## config.mk

```make
export PLATFORM = sky130hd
export DESIGN_NAME = color_scan_ctrl
export DESIGN_NICKNAME = d
export VERILOG_FILES = /design/src/rtl/color_scan_ctrl_pkg.sv /design/src/rtl/color_scan_ctrl_edge_counter.sv /design/src/rtl/color_scan_ctrl.sv
export SDC_FILE = /design/constraint.sdc
export NUM_CORES = 1
export LEC_CHECK = 0
export CORE_ASPECT_RATIO = 0.8
export CORE_MARGIN = 1.5
export CORE_UTILIZATION = 60
export DETAILED_ROUTE_END_ITERATION = 10
export GPL_TIMING_DRIVEN = 0
export PLACE_DENSITY_LB_ADDON = 0.05
export SLEW_MARGIN = 5
export SYNTH_ARGS = -nofsm -noshare
export SYNTH_HDL_FRONTEND = slang
export SYNTH_SLANG_ARGS = --single-unit
```

## constraint.sdc

```tcl
create_clock -name clk -period 5.27 [get_ports clk]
set_input_delay 1.054 -clock clk [delete_from_list [all_inputs] [get_ports clk]]
set_output_delay 1.054 -clock clk [all_outputs]
set_load 0.01 [all_outputs]
```

## src/rtl/color_scan_ctrl_pkg.sv

```systemverilog
// ---------------------------------------------------------------------------
// color_pkg
//   Shared definitions for the colour sensor scan sequencer:
//     - colour codes published on color_code
//     - filter select values {s2,s3} for each photodiode group
//     - channel indices used to address the per-channel registers
//     - FSM state encoding and the state -> filter mapping
// ---------------------------------------------------------------------------
package color_pkg;

    // Colour codes. The channel index doubles as the colour code.
    localparam logic [1:0] COLOR_RED     = 2'b00;
    localparam logic [1:0] COLOR_GREEN   = 2'b01;
    localparam logic [1:0] COLOR_BLUE    = 2'b10;
    localparam logic [1:0] COLOR_UNKNOWN = 2'b11;

    // Filter select values, packed as {s2, s3}.
    localparam logic [1:0] FILT_RED   = 2'b00;
    localparam logic [1:0] FILT_GREEN = 2'b11;
    localparam logic [1:0] FILT_BLUE  = 2'b01;
    localparam logic [1:0] FILT_CLEAR = 2'b10;

    // Channel indices into the per-channel register banks.
    localparam int CH_R = 0;
    localparam int CH_G = 1;
    localparam int CH_B = 2;
    localparam int NUM_CH = 3;

    typedef enum logic [2:0] {
        ST_IDLE   = 3'd0,
        ST_SET_R  = 3'd1,
        ST_GATE_R = 3'd2,
        ST_SET_G  = 3'd3,
        ST_GATE_G = 3'd4,
        ST_SET_B  = 3'd5,
        ST_GATE_B = 3'd6,
        ST_DECIDE = 3'd7
    } state_t;

    // Filter that must be applied while the FSM sits in a given state.
    // The settle phase already selects the channel's filter so the sensor
    // output has stabilised by the time counting starts.
    function automatic logic [1:0] state_filter(input state_t st);
        case (st)
            ST_SET_R, ST_GATE_R: return FILT_RED;
            ST_SET_G, ST_GATE_G: return FILT_GREEN;
            ST_SET_B, ST_GATE_B: return FILT_BLUE;
            default:             return FILT_CLEAR;
        endcase
    endfunction

endpackage

```

## src/rtl/color_scan_ctrl_edge_counter.sv

```systemverilog
// ---------------------------------------------------------------------------
// edge_counter
//   Brings the asynchronous sensor square wave into the clk domain, detects
//   its rising edges and counts them with a saturating counter.
//
// Ports:
//   clk    in   system clock
//   rst    in   synchronous reset, active-high
//   sig_i  in   asynchronous input (sensor frequency output)
//   clr_i  in   synchronous clear of the count (wins over counting)
//   en_i   in   count enable; edges seen while low are dropped
//   cnt_o  out  count including an edge detected in the current cycle,
//               i.e. the value the counter will hold after this edge
// ---------------------------------------------------------------------------
module edge_counter #(
    parameter int CNT_W = 16
) (
    input  logic             clk,
    input  logic             rst,
    input  logic             sig_i,
    input  logic             clr_i,
    input  logic             en_i,
    output logic [CNT_W-1:0] cnt_o
);

    logic             sync1_q;
    logic             sync2_q;
    logic             sync3_q;
    logic             rise;
    logic [CNT_W-1:0] cnt_q;
    logic [CNT_W-1:0] cnt_d;

    // sync1/sync2 form the metastability synchroniser, sync3 is the
    // previous synchronised sample used for edge detection.
    assign rise = sync2_q & ~sync3_q;

    always_comb begin
        cnt_d = cnt_q;
        if (en_i && rise && (cnt_q != {CNT_W{1'b1}})) begin
            cnt_d = cnt_q + 1'b1;
        end
    end

    // The look-ahead value lets the controller capture an edge that lands
    // in the very last cycle of a window without waiting another cycle.
    assign cnt_o = cnt_d;

    always_ff @(posedge clk) begin
        if (rst) begin
            sync1_q <= 1'b0;
            sync2_q <= 1'b0;
            sync3_q <= 1'b0;
            cnt_q   <= '0;
        end else begin
            sync1_q <= sig_i;
            sync2_q <= sync1_q;
            sync3_q <= sync2_q;
            cnt_q   <= clr_i ? '0 : cnt_d;
        end
    end

endmodule

```

## src/rtl/color_scan_ctrl.sv

```systemverilog
// ---------------------------------------------------------------------------
// color_scan_ctrl
//   Steps a TCS3200-style colour sensor through its red, green and blue
//   filters. For each filter it waits SETTLE_CYCLES, then counts sensor
//   rising edges for GATE_CYCLES, and finally picks the dominant channel.
//
// Parameters:
//   GATE_CYCLES    clk cycles per counting window (>= 2)
//   SETTLE_CYCLES  clk cycles after a filter change before counting (>= 1)
//   CNT_W          width of each channel edge count
//   MIN_COUNT      smallest winning count accepted as a real colour
//
// Ports:
//   clk          in   system clock
//   rst          in   synchronous reset, active-high
//   start        in   begin one R-G-B scan (only looked at in IDLE)
//   sensor_out   in   asynchronous square wave from the sensor
//   s2, s3       out  registered filter select
//   busy         out  high in every state except IDLE
//   valid        out  one-cycle pulse when color_code and counts update
//   color_code   out  00 red, 01 green, 10 blue, 11 unknown
//   count_r/g/b  out  edge counts of the last completed scan
// ---------------------------------------------------------------------------
module color_scan_ctrl
    import color_pkg::*;
#(
    parameter int GATE_CYCLES   = 50000,
    parameter int SETTLE_CYCLES = 500,
    parameter int CNT_W         = 16,
    parameter int MIN_COUNT     = 100
) (
    input  logic             clk,
    input  logic             rst,
    input  logic             start,
    input  logic             sensor_out,
    output logic             s2,
    output logic             s3,
    output logic             busy,
    output logic             valid,
    output logic [1:0]       color_code,
    output logic [CNT_W-1:0] count_r,
    output logic [CNT_W-1:0] count_g,
    output logic [CNT_W-1:0] count_b
);

    localparam int TMR_MAX = (GATE_CYCLES > SETTLE_CYCLES) ? GATE_CYCLES : SETTLE_CYCLES;
    localparam int TMR_W   = $clog2(TMR_MAX + 1);

    localparam logic [TMR_W-1:0] GATE_LOAD   = TMR_W'(GATE_CYCLES - 1);
    localparam logic [TMR_W-1:0] SETTLE_LOAD = TMR_W'(SETTLE_CYCLES - 1);

    // One extra bit so a MIN_COUNT above the counter range can never be met
    // instead of wrapping into a small threshold.
    localparam logic [CNT_W:0] MIN_CMP = (CNT_W + 1)'(MIN_COUNT);

    state_t                       state_q;
    state_t                       state_d;
    logic [TMR_W-1:0]             timer_q;
    logic [TMR_W-1:0]             timer_d;
    logic                         timer_zero;

    logic                         cnt_clr;
    logic                         cnt_en;
    logic [CNT_W-1:0]             work_cnt;
    logic [NUM_CH-1:0]            latch_en;
    logic                         publish;

    logic [NUM_CH-1:0][CNT_W-1:0] hold_w;
    logic [NUM_CH-1:0][CNT_W-1:0] pub_w;

    logic [1:0]                   filt_q;
    logic                         valid_q;
    logic [1:0]                   color_q;
    logic [1:0]                   color_d;

    // -----------------------------------------------------------------------
    // Edge counting front end. A single working counter is reused for all
    // three channels; it is cleared on entry to every gate window.
    // -----------------------------------------------------------------------
    edge_counter #(
        .CNT_W (CNT_W)
    ) u_edge_counter (
        .clk   (clk),
        .rst   (rst),
        .sig_i (sensor_out),
        .clr_i (cnt_clr),
        .en_i  (cnt_en),
        .cnt_o (work_cnt)
    );

    assign timer_zero = (timer_q == '0);

    // -----------------------------------------------------------------------
    // Sequencer next-state logic
    // -----------------------------------------------------------------------
    always_comb begin
        state_d  = state_q;
        timer_d  = timer_q;
        cnt_clr  = 1'b0;
        cnt_en   = 1'b0;
        latch_en = '0;
        publish  = 1'b0;

        case (state_q)
            ST_IDLE: begin
                if (start) begin
                    state_d = ST_SET_R;
                    timer_d = SETTLE_LOAD;
                end
            end

            ST_SET_R, ST_SET_G, ST_SET_B: begin
                if (timer_zero) begin
                    cnt_clr = 1'b1;
                    timer_d = GATE_LOAD;
                    case (state_q)
                        ST_SET_R: state_d = ST_GATE_R;
                        ST_SET_G: state_d = ST_GATE_G;
                        default:  state_d = ST_GATE_B;
                    endcase
                end else begin
                    timer_d = timer_q - 1'b1;
                end
            end

            ST_GATE_R, ST_GATE_G, ST_GATE_B: begin
                cnt_en = 1'b1;
                if (timer_zero) begin
                    case (state_q)
                        ST_GATE_R: begin
                            latch_en[CH_R] = 1'b1;
                            state_d        = ST_SET_G;
                            timer_d        = SETTLE_LOAD;
                        end
                        ST_GATE_G: begin
                            latch_en[CH_G] = 1'b1;
                            state_d        = ST_SET_B;
                            timer_d        = SETTLE_LOAD;
                        end
                        default: begin
                            latch_en[CH_B] = 1'b1;
                            state_d        = ST_DECIDE;
                            timer_d        = '0;
                        end
                    endcase
                end else begin
                    timer_d = timer_q - 1'b1;
                end
            end

            ST_DECIDE: begin
                publish = 1'b1;
                state_d = ST_IDLE;
            end

            default: begin
                state_d = ST_IDLE;
                timer_d = '0;
            end
        endcase
    end

    // -----------------------------------------------------------------------
    // Dominant-channel decision on the latched counts. A channel wins only
    // when it is strictly above both others, so any tie for the maximum
    // falls through to unknown.
    // -----------------------------------------------------------------------
    always_comb begin
        color_d = COLOR_UNKNOWN;
        if ((hold_w[CH_R] > hold_w[CH_G]) && (hold_w[CH_R] > hold_w[CH_B]) &&
            ({1'b0, hold_w[CH_R]} >= MIN_CMP)) begin
            color_d = COLOR_RED;
        end else if ((hold_w[CH_G] > hold_w[CH_R]) && (hold_w[CH_G] > hold_w[CH_B]) &&
                     ({1'b0, hold_w[CH_G]} >= MIN_CMP)) begin
            color_d = COLOR_GREEN;
        end else if ((hold_w[CH_B] > hold_w[CH_R]) && (hold_w[CH_B] > hold_w[CH_G]) &&
                     ({1'b0, hold_w[CH_B]} >= MIN_CMP)) begin
            color_d = COLOR_BLUE;
        end
    end

    // -----------------------------------------------------------------------
    // Control and output registers. The filter select is computed from the
    // next state so it changes on the same edge the state is entered.
    // -----------------------------------------------------------------------
    always_ff @(posedge clk) begin
        if (rst) begin
            state_q <= ST_IDLE;
            timer_q <= '0;
            filt_q  <= FILT_CLEAR;
            valid_q <= 1'b0;
            color_q <= COLOR_UNKNOWN;
        end else begin
            state_q <= state_d;
            timer_q <= timer_d;
            filt_q  <= state_filter(state_d);
            valid_q <= publish;
            if (publish) begin
                color_q <= color_d;
            end
        end
    end

    // -----------------------------------------------------------------------
    // Per-channel registers: a hidden capture at the end of each window and
    // the published copy that only moves when valid is raised, so a scan in
    // progress never disturbs the visible counts.
    // -----------------------------------------------------------------------
    generate
        for (genvar gi = 0; gi < NUM_CH; gi++) begin : g_chan
            logic [CNT_W-1:0] hold_q;
            logic [CNT_W-1:0] pub_q;

            always_ff @(posedge clk) begin
                if (rst) begin
                    hold_q <= '0;
                    pub_q  <= '0;
                end else begin
                    if (latch_en[gi]) begin
                        hold_q <= work_cnt;
                    end
                    if (publish) begin
                        pub_q <= hold_q;
                    end
                end
            end

            assign hold_w[gi] = hold_q;
            assign pub_w[gi]  = pub_q;
        end
    endgenerate

    assign s2         = filt_q[1];
    assign s3         = filt_q[0];
    assign busy       = (state_q != ST_IDLE);
    assign valid      = valid_q;
    assign color_code = color_q;
    assign count_r    = pub_w[CH_R];
    assign count_g    = pub_w[CH_G];
    assign count_b    = pub_w[CH_B];

endmodule

```

Word-level counts from Yosys, hierarchy flattened
Index checks and enable logic that the tools add are counted.
- eq/ne operators: 15
- magnitude comparators: 9
- add/subtract/negate cells: 2
- reductions and logical operators: 20
- mux-type cells: 25
- bitwise logic cells: 2
- operator list (cell ; number):
    16-bit greater-than comparator ; 6
    16-bit two-way mux ; 4
    16-bit by 7-bit greater-or-equal comparator with 1-bit output (second input constant) ; 3
    16-bit one-hot mux with 3 select lines ; 1
    3-bit == test (second input constant) ; 7
    16-bit by 1-bit adder with 16-bit output (second input constant) ; 1
    16-bit logical NOT ; 1
    16-bit inequality test (second input constant) ; 1
    16-bit by 1-bit subtractor with 16-bit output (second input constant) ; 1
    3-bit two-way mux ; 5
    3-bit by 2-bit == test with 1-bit output (second input constant) ; 4
    3-bit one-hot mux with 2 select lines ; 2
    3-bit one-hot mux with 4 select lines ; 1
    2-bit OR reduction ; 5
    9-bit two-way mux ; 1
    1-bit logical AND ; 8
    1-bit two-way mux ; 8
    3-bit by 1-bit == test with 1-bit output (second input constant) ; 2
    2-bit one-hot mux with 3 select lines ; 1
    3-bit nonzero test ; 2
    3-bit OR reduction ; 2
    2-bit two-way mux ; 2
    3-bit logical NOT ; 1
    2-bit inequality test (second input constant) ; 1
    other kinds (3) ; 3
- bits in registers: 139
- bits of input ports: 4

Longest topological paths before layout
- depth in word-level cells: 7
- mapped depth: 14

Cells and area by module
Synthesis repeated with hierarchy kept, for this count alone.
- cell total of the unflattened synthesis: 894
- area total of the unflattened synthesis: 6998.0 um^2
- by module, submodules not included (module ; seq. area each (um^2) ; times used ; cells each ; area an instance (um^2)):
    color_scan_ctrl ; 2402.3 ; 1 ; 768 ; 5962.0
    edge_counter ; 380.4 ; 1 ; 126 ; 1036.0

Worst setup path before layout
Ideal clock, no wire load.
- kind: reg2reg
- start point: reg timer_q[0]
- end point: reg filt_q[0]
- data required time: 5142 ps
- data arrival time: 2723 ps
- cell stages (with the launch flop): 14
- setup time: 128 ps
- path buffers: 2
- path slack: 2420 ps
- cell sequence: dfxtp_1 > inv_1 > ha_1 > nor3b_2 > nand2_2 > or3_1 > buf_6 > clkbuf_1 > a31oi_1 > inv_1 > ha_1 > or3_1 > mux2i_1 > nor2_1
- longest elaborated chain between the ends: 6
- ends and longest elaborated chain (element ; RTL line ; RTL):
    from (decl) ; color_scan_ctrl.sv:58 ; logic [TMR_W-1:0] timer_q;
    from (signal assigned) ; color_scan_ctrl.sv:195 ; timer_q <= timer_d;
    16-bit logical NOT * ; color_scan_ctrl.sv:91 ; assign timer_zero = (timer_q == '0);
    3-bit two-way mux, on equally long branches ; color_scan_ctrl.sv:128, color_scan_ctrl.sv:113 ;
    3-bit one-hot mux with 4 select lines * ; color_scan_ctrl.sv:104 ; case (state_q)
    net state_d[0] ; color_scan_ctrl.sv:57 ; state_t state_d;
    3-bit == test, or another cell as far along ; color_scan_ctrl_pkg.sv:44 ; case (st)
    2-bit OR reduction ; color_scan_ctrl_pkg.sv:44 ;
    2-bit one-hot mux with 3 select lines * ; color_scan_ctrl_pkg.sv:44 ;
    to (signal assigned) ; color_scan_ctrl.sv:196 ; filt_q <= state_filter(state_d);
    to (decl) ; color_scan_ctrl.sv:71 ; logic [1:0] filt_q;
The timed path passes the listed nets; every way through them passes the cells marked *.
A chain may end at the register's enable or synchronous reset.

Worst setup path in the final report
Ends and elaborated chain as after synthesis.

==> reports/metrics.yaml <==
post_cts_buffers: 0
dieWidth_um: 121.2
syn_to_final_growth_pct: 20.82
drv_cap: 0
cts.repair.resized: 0
critPathMaxStageDelay_ns: 0.48
end_kind: "register"
postRouteAntennaNets: 0
grt_pass1_vias: 6105
drc: 0
yosysWarnings: 0
relSlewSlack: 0.3238
core_area_mm2: 0.01089
place_congestion: 0.9440
antenna_found_initial: 0
drtPass1Iterations: 5
final_core_util: 0.7441
rsz0062_at_grt: "no"
num_antenna_cells: 0
min_period_over_period: 0.6605
required_ns: 5.57
synth-seq-cells: 139
cts_max_path_buffers: 2
avgSynthCellArea_um2: 8.322
critPathMaxFanout: 10
initialDrtViolationCount: 545
routed_wl_um: 20140
overflow: 0
netlist_instances: 806
dp_slack_ns: 1.876
synthArstFlopShare: 0
drive_gt1_frac: 0.05928
synthesis.nets: 864
grt_max_degree: 17
hold_viol: 0
critPathLaunchType: "register"
wire_per_inst_um: 19.40
leakagePower_nw: 2.944
num_rows: 34
cts.hold.buffers_added: 0
grt_pass1_wl_um: 32060
syn-cell-area_mm2: 0.006708
hold_path.class: "reg2reg"
die_y_um: 97.57
clk_pin_slew_ns: 0.06
crit_type: "reg2reg"
fin_skew_ns: 0.01001
start_util: 0.6159
vias: 6379
synth.yosys.seq_area_share: 0.4148
fin_crit_ns: 3.481
crit_slowest_cell: "a31oi_1"
grt_usage: 0.3550
status: "complete, no violations"
cp_cell_sequence: "inv_1 -> ha_1 -> nor3b_2 -> nand2_2 -> or3_1 -> buf_6 -> clkbuf_1 -> a31oi_1 -> inv_1 -> ha_1 -> or3_1 -> mux2i_1 -> nor2_1"
synth_ff_type: "dfxtp_1"
io_buffers: 57
max_freq_mhz: 287.3
die_area_mm2: 0.01183
numCtsBuffers: 17
num_io_pins: 58
worstPathArrival_ns: 3.78
dp_hpwl_um: 14460
cts_sinks: 139
setup_viol: 0
insertion_delay_ns: 0.42
ir_drop_mv: 0.3727
cts_tree: "yes"
synth_enable_flop_cells: 0
worst_pin_slew_ns: 1.007
ctsHtreeMaxLevel: 4
hold_ws_ns: 0.4523
power_density_mw_per_mm2: 321.7
root_buffer: "clkbuf_16"
n_fill_cell: 840
setup_ws_ns: 1.789
slew_violations: 0
ys_types: 51
finalSetupTns_ns: 0
vias_per_cell: 6.145
fin_nets: 940
## critical path, delay by kind of cell (launching register included)
kind,cells,cell delay (ns)
compound gates,1,0.48
flops,1,0.35
buf+inv,4,0.59
mux,1,0.14
fa+ha+maj,2,0.38
simple gates,5,1.41
## area by class of cell
type | instances | area, um^2 | share of cell area
Buffer | 40 | 191.4 | 0.02362
Clock buffer | 18 | 429.2 | 0.05296
Clock inverter | 13 | 216.5 | 0.02671
Inverter | 41 | 153.9 | 0.01899
Multi-Input combinational cell | 586 | 3580 | 0.4417
Sequential cell | 139 | 2783 | 0.3434
Tap cell | 144 | 180.2 | 0.02223
Timing Repair Buffer | 57 | 570.5 | 0.07040
## synth_stat cells (2+ instances only)
cell / count / area (um^2)
o21ai_0: 16 / 80.08
xnor2_1: 5 / 43.79
nand4_1: 18 / 112.6
a211oi_1: 40 / 300.3
o211ai_1: 2 / 15.01
or2_2: 4 / 25.02
or3_1: 4 / 25.02
and4_1: 4 / 35.03
nand2_1: 128 / 480.5
a31o_2: 2 / 17.52
nor2b_1: 13 / 81.33
buf_1: 5 / 18.77
xor2_1: 15 / 131.4
inv_1: 41 / 153.9
nor2_1: 98 / 367.9
buf_6: 5 / 56.30
ha_1: 54 / 675.7
a31oi_1: 4 / 25.02
clkbuf_1: 27 / 101.4
buf_2: 3 / 15.01
dfxtp_1: 139 / 2783
nor3_4: 2 / 32.53
o21a_1: 3 / 22.52
and3_1: 2 / 12.51
o311ai_0: 4 / 35.03
nor4_1: 12 / 75.07
nor3_1: 16 / 80.08
nand3_1: 15 / 75.07
mux2i_1: 16 / 160.2
nand2b_1: 2 / 12.51
a21o_1: 5 / 37.54
a21oi_1: 83 / 415.4
## cells by family after synthesis
logic type	share of synthesized area
AND/OR/NAND/NOR	0.2240
adder cells (fa/ha/maj)	0.1007
XOR/XNOR	0.02611
flip-flops	0.4148
multiplexers	0.02555
AO/OA/AOI/OAI	0.1572
buffers and inverters	0.05148
## path summary, 6_finish.rpt
path,startpoint,endpoint,slack [ns],cells after the start
min,count_b[14],count_b[14],0.45,2
max,timer_q[0],filt_q[0],1.79,13
max reg2reg,timer_q[0],filt_q[0],1.79,13
min reg2reg,count_b[14],count_b[14],0.45,2
## flip-flops by register name (all words and copies together), names as in the netlist
signal,flops
u_edge_counter.cnt_q,16
valid,1
count_r,16
filt_q,2
count_g,16
state_q,3
u_edge_counter.sync1_q,1
count_b,16
u_edge_counter.sync3_q,1
g_chan.hold_q,48
color_code,2
u_edge_counter.sync2_q,1
timer_q,16
## per-stage QoR
step | cells | area [um^2] | power [mW]
after floorplan | 806 | 6708 | 1.254
after global placement | 1007 | 7458 | 1.294
after detailed placement | 1007 | 7458 | 1.306
after CTS | 1038 | 8104 | 2.603
after global routing | 1038 | 8104 | 2.680
final | 1038 | 8104 | 2.607
## cell usage in the layout (no fill, tap or decap), types with 2 or more instances in the layout
| cell | Yosys | layout |
|---|---|---|
| o21ai_0 | 16 | 16 |
| a21o_1 | 5 | 5 |
| clkinvlp_4 | 0 | 3 |
| ha_1 | 54 | 54 |
| o311ai_0 | 4 | 4 |
| nor3_1 | 16 | 16 |
| nand2b_1 | 2 | 2 |
| o21a_1 | 3 | 3 |
| nor3_4 | 2 | 2 |
| a211oi_1 | 40 | 40 |
| dfxtp_1 | 139 | 139 |
| bufinv_16 | 0 | 5 |
| nand4_1 | 18 | 18 |
| clkinv_4 | 0 | 3 |
| a31oi_1 | 4 | 4 |
| xor2_1 | 15 | 15 |
| or3_1 | 4 | 4 |
| nor2_1 | 98 | 98 |
| nand2_1 | 128 | 128 |
| buf_6 | 5 | 5 |
| buf_1 | 5 | 5 |
| buf_2 | 3 | 3 |
| mux2i_1 | 16 | 16 |
| o211ai_1 | 2 | 2 |
| inv_1 | 41 | 41 |
| clkdlybuf4s50_1 | 0 | 57 |
| nor2b_1 | 13 | 13 |
| clkbuf_1 | 27 | 28 |
| nand3_1 | 15 | 15 |
| inv_6 | 0 | 2 |
| or2_2 | 4 | 4 |
| clkbuf_16 | 0 | 17 |
| and4_1 | 4 | 4 |
| a21oi_1 | 83 | 83 |
| xnor2_1 | 5 | 5 |
| a31o_2 | 2 | 2 |
| nor4_1 | 12 | 12 |
| and3_1 | 2 | 2 |
## per-layer routing
metal  GRT usage  routed length (um)  part of all wire
met5           0                   0                 0
met4      0.1357                 711             0.035
met3      0.1045                2126              0.11
met2      0.5551                8923              0.44
met1      0.4625                8375              0.42
## report_power, final
| group | internal [mW] | total [mW] | switching [mW] | leakage, nW |
|---|---|---|---|---|
| Combinational | 0.0680 | 0.189 | 0.121 | 1.52 |
| Sequential | 1.07 | 1.10 | 0.0275 | 1.12 |
| Clock | 0.842 | 1.32 | 0.476 | 0.303 |
(Power assumes the default switching activity.)
